==> src/rtl/tank_pkg.sv <==
// Shared definitions for tank-game blocks: screen geometry, facing directions
// and shell engine states.
package tank_pkg;

    localparam int SCREEN_W  = 640;
    localparam int SCREEN_H  = 480;
    localparam int TANK_SIZE = 32;
    localparam int POS_W     = 11;

    typedef enum logic [2:0] {
        DIR_UP    = 3'd1,
        DIR_RIGHT = 3'd2,
        DIR_LEFT  = 3'd3,
        DIR_DOWN  = 3'd4
    } dir_e;

    typedef enum logic [1:0] {
        ST_IDLE     = 2'd0,
        ST_FLY      = 2'd1,
        ST_COOLDOWN = 2'd2
    } shell_state_e;

    function automatic logic dir_valid(input logic [2:0] d);
        return (d >= 3'd1) && (d <= 3'd4);
    endfunction

endpackage

==> src/rtl/box_overlap.sv <==
// Combinational axis-aligned square overlap test between box A and box B,
// given their top-left corners; edges that merely touch do not overlap.
module box_overlap #(
    parameter int A_SIZE = 4,
    parameter int B_SIZE = 32,
    parameter int W      = 11
) (
    input  logic [W-1:0] a_x,
    input  logic [W-1:0] a_y,
    input  logic [W-1:0] b_x,
    input  logic [W-1:0] b_y,
    output logic         overlap
);

    localparam logic [W-1:0] A_S = W'(A_SIZE);
    localparam logic [W-1:0] B_S = W'(B_SIZE);

    assign overlap = (a_x < b_x + B_S) && (b_x < a_x + A_S) &&
                     (a_y < b_y + B_S) && (b_y < a_y + A_S);

endmodule

==> src/rtl/tank_shell.sv <==
// Single-shell projectile engine for one tank: spawns at the muzzle, moves per
// frame tick, reports hit/miss and drives the per-pixel shell flag.
module tank_shell #(
    parameter int SHELL_SIZE      = 4,
    parameter int SPEED           = 4,
    parameter int TANK_SIZE       = tank_pkg::TANK_SIZE,
    parameter int COOLDOWN_FRAMES = 30
) (
    input  logic       Clk,
    input  logic       Reset_n,
    input  logic       frame_tick,
    input  logic       fire_req,
    input  logic [9:0] tank_X,
    input  logic [9:0] tank_Y,
    input  logic [2:0] tank_dir,
    input  logic [9:0] target_X,
    input  logic [9:0] target_Y,
    input  logic       target_valid,
    input  logic [9:0] DrawX,
    input  logic [9:0] DrawY,
    output logic       fire_ack,
    output logic       busy,
    output logic [9:0] shell_X,
    output logic [9:0] shell_Y,
    output logic       hit,
    output logic       miss,
    output logic       is_shell
);

    import tank_pkg::*;

    localparam int CNT_W = (COOLDOWN_FRAMES > 1) ? $clog2(COOLDOWN_FRAMES + 1) : 1;
    localparam logic [CNT_W-1:0] CD_L = CNT_W'(COOLDOWN_FRAMES);
    localparam logic [POS_W-1:0] S_L   = POS_W'(SHELL_SIZE);
    localparam logic [POS_W-1:0] T_L   = POS_W'(TANK_SIZE);
    localparam logic [POS_W-1:0] C_L   = POS_W'((TANK_SIZE - SHELL_SIZE) / 2);
    localparam logic [POS_W-1:0] SPD_L = POS_W'(SPEED);
    localparam logic [POS_W-1:0] W_L   = POS_W'(SCREEN_W);
    localparam logic [POS_W-1:0] H_L   = POS_W'(SCREEN_H);

    shell_state_e     state_reg, state_next;
    dir_e             dir_reg, dir_next;
    logic [POS_W-1:0] sx_reg, sx_next, sy_reg, sy_next;
    logic [CNT_W-1:0] cnt_reg, cnt_next;
    logic             ack_reg, ack_next, hit_reg, hit_next, miss_reg, miss_next;

    logic [POS_W-1:0] tx, ty, spawn_x, spawn_y;
    logic             spawn_ok, edge_miss, tgt_overlap;

    assign tx = {1'b0, tank_X};
    assign ty = {1'b0, tank_Y};

    box_overlap #(
        .A_SIZE (SHELL_SIZE),
        .B_SIZE (TANK_SIZE),
        .W      (POS_W)
    ) u_target_overlap (
        .a_x     (sx_reg),
        .a_y     (sy_reg),
        .b_x     ({1'b0, target_X}),
        .b_y     ({1'b0, target_Y}),
        .overlap (tgt_overlap)
    );

    // Muzzle position; 11-bit sums never wrap for 10-bit inputs.
    always_comb begin
        spawn_x  = tx;
        spawn_y  = ty;
        spawn_ok = 1'b0;
        case (dir_e'(tank_dir))
            DIR_UP: begin
                spawn_x  = tx + C_L;
                spawn_y  = ty - S_L;
                spawn_ok = (ty >= S_L);
            end
            DIR_DOWN: begin
                spawn_x  = tx + C_L;
                spawn_y  = ty + T_L;
                spawn_ok = (ty + T_L + S_L <= H_L);
            end
            DIR_RIGHT: begin
                spawn_x  = tx + T_L;
                spawn_y  = ty + C_L;
                spawn_ok = (tx + T_L + S_L <= W_L);
            end
            DIR_LEFT: begin
                spawn_x  = tx - S_L;
                spawn_y  = ty + C_L;
                spawn_ok = (tx >= S_L);
            end
            default: spawn_ok = 1'b0;
        endcase
    end

    always_comb begin
        edge_miss = 1'b1;
        case (dir_reg)
            DIR_UP:    edge_miss = (sy_reg < SPD_L);
            DIR_DOWN:  edge_miss = (sy_reg + S_L + SPD_L > H_L);
            DIR_LEFT:  edge_miss = (sx_reg < SPD_L);
            DIR_RIGHT: edge_miss = (sx_reg + S_L + SPD_L > W_L);
            default:   edge_miss = 1'b1;
        endcase
    end

    always_comb begin
        state_next = state_reg;
        dir_next   = dir_reg;
        sx_next    = sx_reg;
        sy_next    = sy_reg;
        cnt_next   = cnt_reg;
        ack_next   = 1'b0;
        hit_next   = 1'b0;
        miss_next  = 1'b0;
        case (state_reg)
            ST_IDLE: begin
                if (fire_req && dir_valid(tank_dir)) begin
                    ack_next = 1'b1;
                    if (spawn_ok) begin
                        state_next = ST_FLY;
                        dir_next   = dir_e'(tank_dir);
                        sx_next    = spawn_x;
                        sy_next    = spawn_y;
                    end else begin
                        miss_next  = 1'b1;
                        state_next = ST_COOLDOWN;
                        cnt_next   = CD_L;
                    end
                end
            end
            ST_FLY: begin
                // Hit is checked every clock and preempts the frame move.
                if (target_valid && tgt_overlap) begin
                    hit_next   = 1'b1;
                    state_next = ST_COOLDOWN;
                    cnt_next   = CD_L;
                end else if (frame_tick) begin
                    if (edge_miss) begin
                        miss_next  = 1'b1;
                        state_next = ST_COOLDOWN;
                        cnt_next   = CD_L;
                    end else begin
                        case (dir_reg)
                            DIR_UP:    sy_next = sy_reg - SPD_L;
                            DIR_DOWN:  sy_next = sy_reg + SPD_L;
                            DIR_LEFT:  sx_next = sx_reg - SPD_L;
                            DIR_RIGHT: sx_next = sx_reg + SPD_L;
                            default:   sx_next = sx_reg;
                        endcase
                    end
                end
            end
            ST_COOLDOWN: begin
                if (cnt_reg == '0) begin
                    state_next = ST_IDLE;
                end else if (frame_tick) begin
                    cnt_next = cnt_reg - CNT_W'(1);
                    if (cnt_reg == CNT_W'(1)) begin
                        state_next = ST_IDLE;
                    end
                end
            end
            default: state_next = ST_IDLE;
        endcase
    end

    always_ff @(posedge Clk) begin
        if (!Reset_n) begin
            state_reg <= ST_IDLE;
            dir_reg   <= DIR_UP;
            sx_reg    <= '0;
            sy_reg    <= '0;
            cnt_reg   <= '0;
            ack_reg   <= 1'b0;
            hit_reg   <= 1'b0;
            miss_reg  <= 1'b0;
        end else begin
            state_reg <= state_next;
            dir_reg   <= dir_next;
            sx_reg    <= sx_next;
            sy_reg    <= sy_next;
            cnt_reg   <= cnt_next;
            ack_reg   <= ack_next;
            hit_reg   <= hit_next;
            miss_reg  <= miss_next;
        end
    end

    assign fire_ack = ack_reg;
    assign hit      = hit_reg;
    assign miss     = miss_reg;
    assign busy     = (state_reg != ST_IDLE);
    assign shell_X  = sx_reg[9:0];
    assign shell_Y  = sy_reg[9:0];

    assign is_shell = (state_reg == ST_FLY) &&
                      ({1'b0, DrawX} >= sx_reg) && ({1'b0, DrawX} < sx_reg + S_L) &&
                      ({1'b0, DrawY} >= sy_reg) && ({1'b0, DrawY} < sy_reg + S_L);

endmodule
==> config.mk <==
export PLATFORM = sky130hd
export DESIGN_NAME = tank_shell
export DESIGN_NICKNAME = d
export VERILOG_FILES = /design/src/rtl/tank_pkg.sv /design/src/rtl/box_overlap.sv /design/src/rtl/tank_shell.sv
export SDC_FILE = /design/constraint.sdc
export NUM_CORES = 1
export LEC_CHECK = 0
export ABC_AREA = 1
export ABC_CLOCK_PERIOD_IN_PS = 3150
export BUFFER_PORTS_ARGS = -buffer_cell sky130_fd_sc_hd__buf_2
export CAP_MARGIN = 20
export CORE_MARGIN = 1
export CORE_UTILIZATION = 60
export CTS_CLUSTER_DIAMETER = 30
export DETAILED_ROUTE_END_ITERATION = 7
export GPL_TIMING_DRIVEN = 0
export HOLD_SLACK_MARGIN = 0.03
export PLACE_DENSITY = 0.86
export RECOVER_POWER = 50
export SYNTH_ARGS = -nofsm -noshare
export SYNTH_HDL_FRONTEND = slang
export SYNTH_SLANG_ARGS = --single-unit
==> constraint.sdc <==
create_clock -name Clk -period 3.15 [get_ports Clk]
set_input_delay 0.1575 -clock Clk [delete_from_list [all_inputs] [get_ports Clk]]
set_output_delay 0.1575 -clock Clk [all_outputs]
set_load 0.01 [all_outputs]
==> summary.txt, run 1 <==
Initial antenna violation count: 0
Adder-Cell Fraction of Synth Area: 19.1%
Most frequent cells in the layout: nand2_1, inv_1, nor2_1
Hold endpoint: dir_reg[1]$_SDFFE_PN0P_
Multi-input logic area: 5250 um2
Via-per-instance ratio: 5.68
FF/Latch Area: 724 um2
Ant. Diodes: 0
CTS Hold Bufs: 0
Hold path cells: 3
Number of flops mapped to enable cells by yosys: 0
FP Rows: 38
CP required: 3.36 ns
Seq cells post-synth: 35
Hold_sp: Reset_n
DR pass1 iterations: 5
Yosys warns: 0
Synth top area share: 19.1%
Peak VDD IR: 0.331 mV
Status: finished, final reports clean
Max_slew headroom: 50.3%
R2r endpoint: sx_reg[4]$_SDFFE_PN0P_
Asr flop ratio synth: 0%
CTS buffer count: 5
Slowest stage cell, crit path: dfxtp_4
Initial DRC count: 585
Final Hold Viols: 0
Die ar.: 11,600 um2
Post-synthesis simple-gate area fraction: 38.2%
CTS tree: done
Sequential fraction of the synthesis area: 10.4%
Clock Latency Late Sink: 0.29 ns
Chip height: 108 um
Drc violations: 0
DP HPWL: 15,000 um
Clock sinks: 35
F_max: 329 MHz
Layout net count: 1,409
Per-cell routed wire length: 14.1 um
Initial Util: 61.8%
Core region area: 10,900 um2
Final setup fails: 0
Synth-to-Final Area Change: 15.2%
Clock transition at path regs: 0.07 ns
Yosys cell types: 54
Via Count: 7,833
Most common flop cell mapped by yosys: dfxtp_1
Largest stage delay, worst path: 0.39 ns
Worst Tran Pin Value: 0.743 ns
First-pass GRT wire length: 30,300 um
Synthesized cell area: 6730 um2
Portion of netlist area occupied by mux cells: 0%
XOR/XNOR share of the synthesized area: 2.73%
Fin cells: 1,378
P per Cell Area: 769 nW/um2
Final ANT Viol Nets: 0
Die width: 108 um
CP startpoint kind: register
# port buffers: 86
GP Congestion: 0.990
Max-slew violation total from the final report: 0
Setup TNS Final: 0 ns
Crit end category: register
DRT Wirelength: 19,500 um
Pwr Total: 0.00596 W
Synth Instances: 1,124
Reg2Reg Depth: 23
Syn nets: 1,295
Tcrit/Tclk final: 96.4%
Placed instance count: 1,350
Maximum root-to-sink buffer count: 2
GR Util All Layers: 31.8%
Share of layout cells above drive strength 1: 18.5%
Fill count: 950
Worst Path Class, Setup: reg2reg
Worst R2R Setup Slack: 0.11 ns
Post-Route Skew: 0.00400 ns
WP data arrival: 3.25 ns
Min cycle time layout: 3.04 ns
Hold_ws: 0.165 ns
Root buf cell: clkbuf_8
Grt total ovfl: 0
Crit Path Max Fanout: 10
Synth Area in Compound Gates: 16.1%
Hold/Removal Path Class: in2reg
Largest family of logic cells by synthesized area: simple AND/OR/NAND/NOR gates
Max-cap violations: 0
Average size of a mapped cell: 5.99 um2
Yosys top cell by area: ha_1
I/O pins: 93
Most common cell after layout, fill and taps aside: nand2_1
Ranking of synthesized cells by area: ha_1, nand2_1, dfxtp_1
CP cell instances: ha_1, clkbuf_4, inv_1, nand2_2, nand2_2, buf_4, ha_1, nand2_1, a21oi_1, nor2_1, nand2_1, nand2_1, nand3_1, nand2_1, nand2_1, a21oi_4, nand2_2, nand3_2, nand2_4, buf_4, nand4_1, nand2_1, nor2_1
Leakage power total: 4.10 nW
Largest net degree at the start of global routing: 12
Most frequent CP cell: nand2_1
CTS H-tree depth: 2
RR Startpoint: sx_reg[2]$_SDFFE_PN0P_
Vias in the first global route: 6,673
worst max-delay path by stage:
stage | start | endpoint | slack (ns) | cells after the start
after global placement | sy_reg[2]$_SDFFE_PN0P_ | sy_reg[4]$_SDFFE_PN0P_ | -0.17 | 20
after CTS | sy_reg[2]$_SDFFE_PN0P_ | is_shell | 0.008 | 16
after detailed placement | sy_reg[2]$_SDFFE_PN0P_ | sy_reg[4]$_SDFFE_PN0P_ | -0.22 | 20
after floorplan | sy_reg[2]$_SDFFE_PN0P_ | sy_reg[4]$_SDFFE_PN0P_ | 0.45 | 20
after global routing | sx_reg[2]$_SDFFE_PN0P_ | is_shell | -0.07 | 17
final | sx_reg[2]$_SDFFE_PN0P_ | sx_reg[4]$_SDFFE_PN0P_ | 0.11 | 23
routing by layer:
metal / GRT usage, % / part of all wire, %
met1: 43.4 / 44
met2: 53.0 / 46
met3: 2.17 / 6.8
met4: 10.2 / 2.8
met5: 0 / 0
logic make-up after synthesis:
| logic type | after synthesis |
|---|---|
| AO/OA/AOI/OAI | 179 |
| XOR/XNOR | 21 |
| adder cells (fa/ha/maj) | 103 |
| buffers and inverters | 213 |
| flip-flops | 35 |
| AND/OR/NAND/NOR | 573 |
area by class of cell:
type | count | area share (%)
Multi-Input combinational cell | 876 | 67.7
Sequential cell | 35 | 9.34
Inverter | 170 | 8.28
Timing Repair Buffer | 107 | 7.65
Buffer | 43 | 3.68
Tap cell | 140 | 2.26
Clock buffer | 6 | 1.07
Clock inverter | 1 | 0.0645
power breakdown:
part	internal, W	switching [W]
Clock	0.000172	0.000169
Sequential	0.000638	0.000278
Combinational	0.00182	0.00289
repair_timing:
| item | in CTS | in global routing |
|---|---|---|
| setup endpoints to repair | 26 | 26 |
| gates resized for setup | 12 | 35 |
| pin swaps | 0 | 7 |
| buffers inserted | 1 | 20 |
worst max-delay path, delay by kind of cell, from the launching register on:
family	cells	cell delay, ns
flops	1	0.39
compound gates	2	0.23
buf+inv	4	0.62
simple gates	15	1.27
fa+ha+maj	2	0.45
synthesized netlist by cell type, types with 6 or more instances:
master and count:
nand3_1 77, nand2_1 266, ha_1 103, or2_2 6, nand4_1 40, nor2_1 128
dfxtp_1 35, nor3_1 12, nand3_2 6, a31oi_1 9, clkbuf_1 8, o21ai_0 51
buf_2 10, buf_4 21, inv_2 16, inv_1 153, xor2_1 18, o2111ai_1 11
nand2_2 14, a211oi_1 7, a21oi_1 62
through the flow:
step | utilization, % | cell area (um2) | setup slack (ns)
finish | 71.2 | 7750 | 0.113
global route | 71.2 | 7750 | -0.0706
CTS | 68.5 | 7460 | 0.00845
detailed placement | 67.4 | 7340 | -0.218
global placement | 67.4 | 7340 | -0.172
floorplan | - | 6730 | 0.447
No activity file was read; power rests on OpenSTA's default activity.
==> run 2: changes to the inputs <==
--- a/config.mk
+++ b/config.mk
@@ -7,16 +7,18 @@
 export LEC_CHECK = 0
 export ABC_AREA = 1
 export ABC_CLOCK_PERIOD_IN_PS = 3150
-export BUFFER_PORTS_ARGS = -buffer_cell sky130_fd_sc_hd__buf_2
+export BUFFER_PORTS_ARGS = -buffer_cell sky130_fd_sc_hd__buf_4
 export CAP_MARGIN = 20
 export CORE_MARGIN = 1
 export CORE_UTILIZATION = 60
+export CTS_BUF_LIST = sky130_fd_sc_hd__clkbuf_16
 export CTS_CLUSTER_DIAMETER = 30
 export DETAILED_ROUTE_END_ITERATION = 7
 export GPL_TIMING_DRIVEN = 0
 export HOLD_SLACK_MARGIN = 0.03
 export PLACE_DENSITY = 0.86
 export RECOVER_POWER = 50
+export REMOVE_ABC_BUFFERS = 1
 export SYNTH_ARGS = -nofsm -noshare
 export SYNTH_HDL_FRONTEND = slang
 export SYNTH_SLANG_ARGS = --single-unit
==> summary.txt, run 2 (synthesis gave the netlist of run 1 again) <==
Max_slew headroom: 39.7% (-11 points)
Die width: 108 um (unchanged)
RR Startpoint: sy_reg[2]$_SDFFE_PN0P_
Synth-to-Final Area Change: 13.5%
CTS Hold Bufs: 0 (unchanged)
Status: finished, final reports clean
Crit path to: is_shell
F_max: 331 MHz (+0.66%)
CP cell instances: ha_4, nand2_2, inv_1, nor2_4, inv_2, ha_4, a21oi_2, nor2_1, a211oi_1, o21ai_1, a21oi_1, a21oi_1, o21a_1, nor3_2, o21a_1, buf_4
Clock sinks: 35 (unchanged)
Most frequent cells in the layout: nand2_1, inv_1, nor2_1
Grt total ovfl: 0 (unchanged)
Worst Slack Setup Final: 0.133 ns (+0.0198 ns)
Final ANT Viol Nets: 0 (unchanged)
Placed instance count: 1,314 (-2.7%)
Die ar.: 11,600 um2 (unchanged)
CP startpoint kind: register
FP Rows: 38 (unchanged)
WP data arrival: 2.86 ns (-0.39 ns)
# port buffers: 92 (+7.0%)
Crit Path Max Fanout: 9 (-1)
DP HPWL: 14,500 um (-3.0%)
Ant. Diodes: 0 (unchanged)
Worst Tran Pin Value: 0.903 ns (+0.160 ns)
Most common cell after layout, fill and taps aside: nand2_1
Max-cap violations: 0 (unchanged)
Worst R2R Setup Slack: 0.20 ns (+0.09 ns)
Setup TNS Final: 0 ns (unchanged)
Clock Latency Late Sink: 0.28 ns (about the same)
Tcrit/Tclk final: 95.8% (-0.63 points)
Root buf cell: clkbuf_16
R2r endpoint: sx_reg[10]$_SDFFE_PN0P_
Initial DRC count: 536 (-8.4%)
Crit end category: output port
CP required: 2.99 ns (-0.37 ns)
GR Util All Layers: 31.2% (-0.55 points)
Final Hold Viols: 0 (unchanged)
DR pass1 iterations: 5 (unchanged)
Min cycle time layout: 3.02 ns (-0.0198 ns)
Slowest stage cell, crit path: dfxtp_4
Layout net count: 1,361 (-3.4%)
Peak VDD IR: 0.393 mV (+19%)
Largest net degree at the start of global routing: 33 (+21)
Crit. Startpoint: sy_reg[2]$_SDFFE_PN0P_
Maximum root-to-sink buffer count: 2 (unchanged)
Post-Route Skew: 0.00548 ns (+0.00148 ns)
Vias in the first global route: 6,650 (-0.34%)
Drc violations: 0 (unchanged)
Core region area: 10,900 um2 (unchanged)
Leakage power total: 3.96 nW (-3.3%)
GP Congestion: 0.956 (-3.4%)
Final setup fails: 0 (unchanged)
Initial Util: 61.8% (unchanged)
Hold_ws: 0.166 ns (+0.00104 ns)
Max-slew violation total from the final report: 0 (unchanged)
Chip height: 108 um (unchanged)
Worst Path Class, Setup: reg2out
Clock transition at path regs: 0.06 ns (about the same)
Via-per-instance ratio: 5.72 (+0.68%)
Largest stage delay, worst path: 0.38 ns (about the same)
CTS buffer count: 5 (unchanged)
Pre-CTS setup slack: -0.274 ns (-0.0561 ns)
Via Count: 7,617 (-2.8%)
First-pass GRT wire length: 29,700 um (-1.8%)
CTS tree: done
Hold/Removal Path Class: in2reg
Fin cells: 1,331 (-3.4%)
I/O pins: 93 (unchanged)
Pwr Total: 0.00577 W (-3.3%)
DRT Wirelength: 18,500 um (-4.8%)
Initial antenna violation count: 0 (unchanged)
Per-cell routed wire length: 13.9 um (-1.5%)
CTS H-tree depth: 2 (unchanged)
Reg2Reg Depth: 22 (-4.3%)
P per Cell Area: 754 nW/um2 (-1.9%)
Share of layout cells above drive strength 1: 15.5% (-3.0 points)
[run 2: changes by cell type in the layout (fill, tap and decap cells not counted), moves of 3 or more]
cell,before,now
clkbuf_8,6,0
clkbuf_16,0,5
nand2_4,4,1
nand2_1,261,264
buf_2,85,0
clkbuf_4,13,0
clkbuf_1,15,4
buf_4,31,98
[run 2: area by class of cell]
type,count,area [um2]
clock inverters,3,15.0
fillers,982,3240
multi-input cells,876,5220
clock buffers,5,125
well taps,140,175
inverters,170,638
flip-flops and latches,35,726
repair buffers,102,751
[run 2: repair_timing]
| item | in CTS | in global routing |
|---|---|---|
| gates cloned | 0 | 0 |
| setup endpoints to repair | 26 | 25 |
| buffers inserted | 1 | 8 |
| pin swaps | 0 | 3 |
| resized for setup | 13 | 19 |
[run 2: routing by layer]
layer | routed length, um | vias up | global-route usage (%)
met5 | 0 | - | 0
met4 | 448 | 0 | 10.2
met3 | 1200 | 42 | 3.86
met2 | 8880 | 326 | 55.3
met1 | 8010 | 3401 | 39.0
li1 | - | 3848 | -
[run 2: critical path: cells and delay by family (launching register included)]
kind | cells | cell delay [ns]
simple gates | 4 | 0.54
fa+ha+maj | 2 | 0.40
buf+inv | 3 | 0.26
compound gates | 7 | 0.97
flops | 1 | 0.38
[run 2: how the worst min path moves through the flow]
stage,startpoint,to,cells past startpoint
after floorplan,Reset_n,dir_reg[0]$_SDFFE_PN1P_,1
after global placement,tank_Y[0],sy_reg[0]$_SDFFE_PN0P_,3
after CTS,tank_Y[0],sy_reg[0]$_SDFFE_PN0P_,3
after global routing,tank_X[0],sx_reg[0]$_SDFFE_PN0P_,3
final,tank_Y[0],sy_reg[0]$_SDFFE_PN0P_,3
after detailed placement,tank_Y[0],sy_reg[0]$_SDFFE_PN0P_,3
[run 2: through the flow]
stage,area [um2],utilization (%)
6_report,7640,70.2
5_1_grt,7640,70.2
4_1_cts,7540,69.2
3_5_place_dp,7340,67.4
3_3_place_gp,7330,67.3
2_1_floorplan,6460,-
[run 2: power breakdown]
group | internal [W] | switching, W | total (W) | leakage (nW)
logic | 0.00159 | 0.00272 | 0.00430 | 3.60
clock network | 0.000289 | 0.000203 | 0.000492 | 0.0733
registers | 0.000640 | 0.000330 | 0.000970 | 0.292
total | 0.00252 | 0.00325 | 0.00577 | 3.96
